**config.mk**
```make
export PLATFORM = sky130hd
export DESIGN_NAME = uart_tx_arbiter
export DESIGN_NICKNAME = d
export VERILOG_FILES = /design/src/rtl/uart_tx_arbiter.sv
export SDC_FILE = /design/constraint.sdc
export NUM_CORES = 1
export LEC_CHECK = 0
export ABC_AREA = 1
export CAP_MARGIN = 25
export CORE_MARGIN = 2
export CORE_UTILIZATION = 49
export CTS_CLUSTER_SIZE = 28
export DETAILED_ROUTE_END_ITERATION = 10
export PLACE_DENSITY = 0.86
export SLEW_MARGIN = 20
export SYNTH_ARGS = -nofsm -noshare
export SYNTH_HDL_FRONTEND = slang
export SYNTH_SLANG_ARGS = --single-unit
```
**constraint.sdc**
```tcl
create_clock -name clk -period 4.9 [get_ports clk]
set_input_delay 0.98 -clock clk [delete_from_list [all_inputs] [get_ports clk]]
set_output_delay 0.98 -clock clk [all_outputs]
set_load 0.05 [all_outputs]
```
**src/rtl/uart_tx_arbiter.sv**
```systemverilog
// uart_tx_arbiter: round-robin share of one 8N1 UART TX among N_REQ byte requesters; define UART_ARB_FIXED_PRIO_EN for lowest-index-wins priority
module uart_tx_arbiter #(
  parameter int N_REQ = 4,
  parameter int BUSY_TIMEOUT = 16
) (
  input  logic               clk,
  input  logic               reset_n,
  input  logic [N_REQ-1:0]   i_req,
  input  logic [N_REQ*8-1:0] i_req_data,
  output logic [N_REQ-1:0]   o_grant,
  output logic [N_REQ-1:0]   o_ack,
  output logic               o_err,
  output logic               o_tx_start,
  output logic [7:0]         o_tx_data,
  input  logic               i_tx_busy,
  input  logic               i_tx_done
);
  localparam int PW = $clog2(N_REQ);
  localparam int CW = $clog2(BUSY_TIMEOUT + 1);
  typedef enum logic [1:0] {IDLE, START, WAIT_BUSY, WAIT_DONE} state_t;
  state_t state, state_nxt;
  logic [PW-1:0] rr_ptr, rr_nxt, win, idx;
  logic [CW-1:0] cnt, cnt_nxt;
  logic [N_REQ-1:0] grant_nxt, ack_nxt;
  logic [7:0] data_nxt;
  logic err_nxt, start_nxt, timeout, req_any;
  assign req_any = |i_req;
  assign timeout = cnt == CW'(BUSY_TIMEOUT - 1);
  always_comb begin
    win = '0;
    idx = '0;
`ifdef UART_ARB_FIXED_PRIO_EN
    for (int i = N_REQ - 1; i >= 0; i--) begin
      idx = PW'(i);
      win = i_req[idx] ? idx : win;
    end
`else
    for (int i = N_REQ; i >= 1; i--) begin
      idx = PW'((int'(rr_ptr) + i) % N_REQ);
      win = i_req[idx] ? idx : win;
    end
`endif
  end
  always_ff @(posedge clk or negedge reset_n)
    if (!reset_n) begin
      state <= IDLE;
      rr_ptr <= PW'(N_REQ - 1);
      cnt <= '0;
      o_grant <= '0;
      o_ack <= '0;
      o_err <= 1'b0;
      o_tx_start <= 1'b0;
      o_tx_data <= 8'h00;
    end else begin
      state <= state_nxt;
      rr_ptr <= rr_nxt;
      cnt <= cnt_nxt;
      o_grant <= grant_nxt;
      o_ack <= ack_nxt;
      o_err <= err_nxt;
      o_tx_start <= start_nxt;
      o_tx_data <= data_nxt;
    end
  always_comb begin
    state_nxt = IDLE;
    case (state)
      IDLE:      state_nxt = req_any ? START : IDLE;
      START:     state_nxt = WAIT_BUSY;
      WAIT_BUSY: state_nxt = i_tx_done ? IDLE : i_tx_busy ? WAIT_DONE : timeout ? IDLE : WAIT_BUSY;
      WAIT_DONE: state_nxt = i_tx_done ? IDLE : WAIT_DONE;
      default:   state_nxt = IDLE;
    endcase
  end
  always_comb begin
    grant_nxt = o_grant;
    ack_nxt = '0;
    err_nxt = 1'b0;
    start_nxt = 1'b0;
    data_nxt = o_tx_data;
    rr_nxt = rr_ptr;
    cnt_nxt = cnt;
    case (state)
      IDLE: if (req_any) begin
        grant_nxt = N_REQ'(1) << win;
        data_nxt = i_req_data[{win, 3'b000} +: 8];
        start_nxt = 1'b1;
`ifndef UART_ARB_FIXED_PRIO_EN
        rr_nxt = win;
`endif
      end
      START: cnt_nxt = '0;
      WAIT_BUSY: if (i_tx_done) begin
        ack_nxt = o_grant;
        grant_nxt = '0;
      end else if (!i_tx_busy) begin
        err_nxt = timeout;
        grant_nxt = timeout ? '0 : o_grant;
        cnt_nxt = timeout ? cnt : cnt + CW'(1);
      end
      WAIT_DONE: if (i_tx_done) begin
        ack_nxt = o_grant;
        grant_nxt = '0;
      end
      default: grant_nxt = '0;
    endcase
  end
endmodule

```
==> impl_results.md, run 1 <==
- Sequential share of the synthesized area: 40.7%
- Tcrit/Tclk final: 54.1%
- CTS HTree Levels: 1
- Initial Utilization: 50.3%
- Worst r2r dst: o_tx_data[5]$_DFFE_PN0P_
- P_leak: 1.17 nW
- Clk root buf: clkbuf_4
- First-pass GRT wire length: 6500 µm
- PostCTS Resize Cnt: 0
- Comb power frac: 69.2%
- Initial DRC Count: 95
- WP data arrival: 2.87 ns
- Die height: 62.3 µm
- Post-CTS setup buffer count: 0
- Num CTS Buffers: 3
- Cell Rows: 21
- Status: finished, final reports clean
- R2r worst-path depth: 11
- # IOs: 58
- Syn Std Cell Area: 0.00167 mm²
- Drc violations: 0
- FF-to-FF setup slack: 2.69 ns
- Crit-path leading delay family: simple AND/OR/NAND/NOR gates
- Fmax: 377 MHz
- WHS Path Cells: 2
- Cell area after layout: 0.00228 mm²
- Pre-Repair DR Iteration Count: 5
- Async set or reset register ratio after synthesis: 100%
- Register area: 678 µm²
- Initial antenna violation count: 0
- Main area contributors after synthesis: dfrtp_1 (38%), nand2_1 (21%), nand3_1 (9.6%), inv_1 (8.1%), dfstp_2 (3.2%)
- Synth top area share: 37.6%
- Final Max Slew Viols: 0
- Largest fanout on the critical path: 11
- Largest net degree at the start of global routing: 28
- Hold EP: o_tx_data[7]$_DFFE_PN0P_
- Final Critical Period: 2.65 ns
- P&R area growth vs syn: 36.7%
- Port bufs: 57
- Post-synth top cells: nand2_1 (94), inv_1 (36), nand3_1 (32)
- RSZ-0062 raised after global routing: no
- Flops & latches, synth: 27
- Power density over the cells: 656 mW/mm²
- CTS tree: yes
- Clk pwr share: 6.2%
- Power Internal: 0.000674 W
- Setup violators final: 0
- Net Switching: 0.000821 W
- Clock buffer depth: 2
- Hold Crit Start: o_tx_data[7]$_DFFE_PN0P_
- Hold Buf Count CTS: 0
- HPWL after DPL: 2790 µm
- Worst slew pin tran: 0.507 ns
- Total GRT Usage: 20.0%
- CP max stage delay: 0.47 ns
- Post-Synthesis Cells: 240
- N_diodes: 0
- Max cap viols: 0
- Vias in the first global route: 1589
- Setup CP Type: input port to flip-flop
- Dpl cell area: 0.00225 mm²
- Hold Violations, Final: 0
- Critical path buffers and inverters: 3
- Max IR drop VDD: 408 µV
- Most used cell, CP: nand2_1
- Setup crit start kind: input port
- Skew-Pair Late Insertion Delay: 0.32 ns
- Critical R2R Launch: rr_ptr[0]$_DFFE_PN1P_
- WL/cell: 10.5 µm
- Setup crit end kind: flip-flop
- PnR Total Power: 0.00149 W
- Synth warnings: 0
- Core area: 0.00331 mm²
- Clock transition at path regs: 0.13 ns
- Sum Neg Setup Slack: 0 ns
- Sw frac: 54.9%
- Hold crit path type: flip-flop to flip-flop
- Top FF cell, synth: dfrtp_1
- Grt total ovfl: 0
- Nets: 339
- Synth area leader: dfrtp_1
- Synthesized Nets: 282
- Worst-path cell chain: clkdlybuf4s50_1, inv_1, nand2_1, nand3_1, nand3_1, nand4_1, nand2_1, clkinv_1, nand3_1, nand2_1, nand2_1, nand2_1
- Die ar.: 0.00388 mm²
- Die X: 62.3 µm
- Critical Path RT: 5.12 ns
- EDFF count, synth: 0
- Routed via count: 1659
- Number of clock sinks: 27
- Layout cells sized above 1: 4.39%
- CP max-delay cell: clkdlybuf4s50_1
- Fillers: 298
- Most frequent cell after synthesis: nand2_1
- DRT antenna net count: 0
- Final WL: 3580 µm
- WP depth: 12
- Synthesized area per cell: 6.94 µm²
- Routability cong.: 0.857
- Sequential power share: 24.7%
- Max_slew headroom: 66.1%
- Multi-input logic area: 786 µm²
- Vias/cell: 4.85
- Worst Skew: 0.00551 ns
- Unique masters post-synth: 27
[placed cells by master, fill, tap and decap left out]
master	count
inv_1	36
dfstp_2	2
nand3_1	32
nand2_1	94
inv_2	1
nand2_8	1
nand4_1	3
nor4_1	1
o21ai_1	2
a211oi_1	1
o21a_1	1
a21oi_1	2
nor2_1	12
o22ai_1	5
buf_4	1
clkbuf_1	1
clkdlybuf4s50_1	57
inv_6	1
nor3_1	2
clkinv_1	1
ha_1	2
nand2_4	3
clkbuf_4	3
nand3_4	1
dfrtp_1	25
o21ai_0	6
[tightest hold or removal path, stage by stage (launching register included)]
cell	delay [ns]
dfrtp_1	0.38
nand2_1	0.05
nand2_1	0.05
[power by group through the flow]
stage	logic, W	registers, W	clock network, W
4_1_cts	0.00103	0.000369	0.0000918
6_report	0.00103	0.000369	0.0000920
3_3_place_gp	0.00101	0.000372	0
2_1_floorplan	0.000681	0.000512	0
5_1_grt	0.00115	0.000382	0.000104
3_5_place_dp	0.00103	0.000372	0
[how the worst max path moves through the flow]
| stage | end | startpoint | slack [ns] |
|---|---|---|---|
| after floorplan | o_tx_data[0]$_DFFE_PN0P_ | i_req[1] | 2.76 |
| after global placement | o_tx_data[0]$_DFFE_PN0P_ | i_req[3] | 2.01 |
| after detailed placement | o_tx_data[0]$_DFFE_PN0P_ | i_req[3] | 1.93 |
| after CTS | o_tx_data[0]$_DFFE_PN0P_ | i_req[3] | 2.27 |
| after global routing | o_tx_data[2]$_DFFE_PN0P_ | i_req[1] | 2.07 |
| final | o_tx_data[5]$_DFFE_PN0P_ | i_req[3] | 2.25 |
[cell families after synthesis]
group	synth area share [%]
adder cells (fa/ha/maj)	1.50
flip-flops	40.7
AND/OR/NAND/NOR	39.9
buffers and inverters	12.1
AO/OA/AOI/OAI	5.79
[state kept, by name, summed over array words and instances (netlist names)]
name and count:
state 2, o_grant 4, o_err 1, rr_ptr 2
o_ack 4, cnt 5, o_tx_start 1, o_tx_data 8
[routing by layer]
metal	track usage, %	vias up	routed length [µm]
li1	-	861	-
met1	27.5	731	1670
met2	34.1	61	1700
met3	1.27	6	166
met4	6.67	0	44
met5	0	-	0
[through the flow]
step | std cells | utilization [%] | setup slack, ns | hold WS, ns
after global routing | 342 | 68.8 | 2.07 | 0.532
final | 342 | 68.8 | 2.25 | 0.506
after CTS | 342 | 68.8 | 2.27 | 0.508
after detailed placement | 338 | 68.0 | 1.93 | 0.473
after floorplan | 240 | - | 2.76 | 0.494
after global placement | 338 | 68.0 | 2.01 | 0.475
[layout make-up]
cell class                 count  area share, %
sequential                    27           29.8
clock buffer                   4           1.15
multi-input combinational    168           34.5
timing repair buffer          58           25.4
tap                           46           2.53
inverter                      39           6.65
(Power assumes the default switching activity.)
==> inputs of run 2 (changes only) <==
--- a/config.mk
+++ b/config.mk
@@ -8,10 +8,10 @@
 export ABC_AREA = 1
 export CAP_MARGIN = 25
 export CORE_MARGIN = 2
-export CORE_UTILIZATION = 49
+export CORE_UTILIZATION = 41
 export CTS_CLUSTER_SIZE = 28
 export DETAILED_ROUTE_END_ITERATION = 10
-export PLACE_DENSITY = 0.86
+export PLACE_DENSITY = 0.77
 export SLEW_MARGIN = 20
 export SYNTH_ARGS = -nofsm -noshare
 export SYNTH_HDL_FRONTEND = slang
==> constraint.sdc (replaced) <==
create_clock -name clk -period 2.2 [get_ports clk]
set_input_delay 0.44 -clock clk [delete_from_list [all_inputs] [get_ports clk]]
set_output_delay 0.44 -clock clk [all_outputs]
set_load 0.05 [all_outputs]
==> run 2 against run 1 <==
- combinational power rose by 130%
- power up 130%
- final cell count is 2.3% higher
- core utilization down 9.7 points
- register-to-register slack worse by 2.4 ns
- highest routed layer unchanged
- first-iteration DRC count did not move
- sequential cell count did not move
- critical path type unchanged
- clock skew is 0.0035 ns lower
- setup slack lost 2.0 ns
- global-route usage fell by 0.73 points
- wire length is 13% higher
==> impl_results.md, run 2 (synthesis gave the netlist of run 1 again) <==
- Initial Utilization: 42.2% (-8.1 points)
- First-pass GRT wire length: 6910 µm (+6.3%)
- Drc violations: 0 (unchanged)
- HPWL after DPL: 3170 µm (+14%)
- Worst slew pin tran: 0.518 ns (+0.0112 ns)
- Final Max Slew Viols: 0 (unchanged)
- Die height: 67.7 µm (+8.7%)
- Nets: 343 (+1.2%)
- Max_slew headroom: 65.4% (-0.75 points)
- Max IR drop VDD: 672 µV (+65%)
- Cell Rows: 23 (+9.5%)
- Num CTS Buffers: 3 (unchanged)
- Final Critical Period: 1.94 ns
- P_leak: 1.20 nW (+2.3%)
- Largest fanout on the critical path: 18 (+7)
- Clk root buf: clkbuf_8
- Total GRT Usage: 19.3% (-0.73 points)
- Clock transition at path regs: 0.09 ns (-0.04 ns)
- # IOs: 58 (unchanged)
- Status: finished, final reports clean
- Routed via count: 1687 (+1.7%)
- Vias/cell: 4.82 (-0.64%)
- Tcrit/Tclk final: 88.1%
- Final WL: 4040 µm (+13%)
- Core area: 0.00394 mm² (+19%)
- Worst Skew: 0.00203 ns (-0.00348 ns)
- Routability cong.: 0.906 (+5.8%)
- Skew-Pair Late Insertion Delay: 0.26 ns (-0.06 ns)
- RSZ-0062 raised after global routing: no
- DRT antenna net count: 0 (unchanged)
- Most frequent cells in the layout: nand2_1 (94), clkdlybuf4s50_1 (57), inv_1 (36), nand3_1 (32), dfrtp_1 (25)
- Hold Violations, Final: 0 (unchanged)
- Port bufs: 57 (unchanged)
- Layout cells sized above 1: 5.67% (+1.3 points)
- Number of clock sinks: 27 (unchanged)
- Hold Buf Count CTS: 0 (unchanged)
- Dpl cell area: 0.00229 mm² (+1.6%)
- Critical Path RT: 2.36 ns (-2.76 ns)
- Initial DRC Count: 95 (unchanged)
- P&R area growth vs syn: 40.0%
- Die ar.: 0.00459 mm² (+18%)
- CTS HTree Levels: 1 (unchanged)
- Sum Neg Setup Slack: 0 ns (unchanged)
- Setup crit start kind: input port
- Setup crit end kind: flip-flop
- Post-route setup slack: 0.262 ns (-1.99 ns)
- Top reg by flops: o_tx_data
- Setup violators final: 0 (unchanged)
- Commonest non-fill, non-tap cell in the layout: nand2_1
- CTS tree: yes
- Pre-Repair DR Iteration Count: 4 (-1)
- PnR Total Power: 0.00350 W (+130%)
- N_diodes: 0 (unchanged)
- Hold crit path type: flip-flop to flip-flop
- Largest net degree at the start of global routing: 28 (unchanged)
- Setup CP Type: input port to flip-flop
- Pre-CTS WS: -0.0472 ns (-1.97 ns)
- Vias in the first global route: 1620 (+2.0%)
- Fmax: 516 MHz
- WP data arrival: 2.10 ns (-0.77 ns)
- Die X: 67.7 µm (+8.7%)
- WL/cell: 11.5 µm (+10%)
- Initial antenna violation count: 0 (unchanged)
- Largest register FFs: 8 (unchanged)
- Clock buffer depth: 2 (unchanged)
- PostCTS Resize Cnt: 0 (unchanged)
- FF-to-FF setup slack: 0.26 ns (-2.43 ns)
- Grt total ovfl: 0 (unchanged)
- Final Core Density: 59.1% (-9.7 points)
- Cell area after layout: 0.00233 mm² (+2.4%)
- Power density over the cells: 1500 mW/mm² (+130%)
- Max cap viols: 0 (unchanged)
- Post-CTS setup buffer count: 0 (unchanged)
- Top flop regs: o_tx_data (8), cnt (5)
==> run 2: area by class of cell <==
class / instances / area, µm²
multi-input cells: 168 / 786
repair buffers: 62 / 608
inverters: 39 / 151
clock buffers: 4 / 45.0
well taps: 50 / 62.6
fillers: 402 / 1610
flip-flops and latches: 27 / 678
==> run 2: final timing paths <==
| path | startpoint | end | cells after the start |
|---|---|---|---|
| max reg2reg | rr_ptr[0]$_DFFE_PN1P_ | o_tx_data[0]$_DFFE_PN0P_ | 11 |
| max | i_req[1] | o_tx_data[0]$_DFFE_PN0P_ | 14 |
| min in group asynchronous | reset_n | cnt[4]$_DFFE_PN0P_ | 2 |
| min reg2reg | o_tx_data[4]$_DFFE_PN0P_ | o_tx_data[4]$_DFFE_PN0P_ | 2 |
| max in group asynchronous | reset_n | rr_ptr[0]$_DFFE_PN1P_ | 2 |
| min | o_tx_data[4]$_DFFE_PN0P_ | o_tx_data[4]$_DFFE_PN0P_ | 2 |
==> run 2: power by group <==
group | switching (W) | internal, W | leakage [nW]
Sequential | 0.000143 | 0.000683 | 0.349
Combinational | 0.00159 | 0.000812 | 0.824
Clock | 0.000145 | 0.000129 | 0.0228
==> run 2: worst max-delay path: stages <==
cell	delay, ns
clkdlybuf4s50_1	0.45
inv_1	0.06
o21ai_1	0.19
nand2_1	0.07
nand2_1	0.11
nand2_4	0.08
nand2_4	0.08
nand2_8	0.10
nand2_4	0.18
nand2_1	0.07
nand3_1	0.07
nand2_1	0.09
nand2_1	0.07
nand2_1	0.05
==> run 2: metal layers <==
metal / vias to the layer above / track usage [%] / routed length, µm
li1: 871 / - / -
met3: 4 / 2.67 / 251
met4: 0 / 4.34 / 34
met2: 53 / 34.2 / 1980
met1: 759 / 24.8 / 1780
met5: - / 0 / 0
==> run 2: through the flow <==
step / hold WS [ns] / std cells
floorplan: 0.144 / 240
global placement: 0.472 / 346
detailed placement: 0.478 / 346
CTS: 0.503 / 350
global route: 0.525 / 350
finish: 0.498 / 350
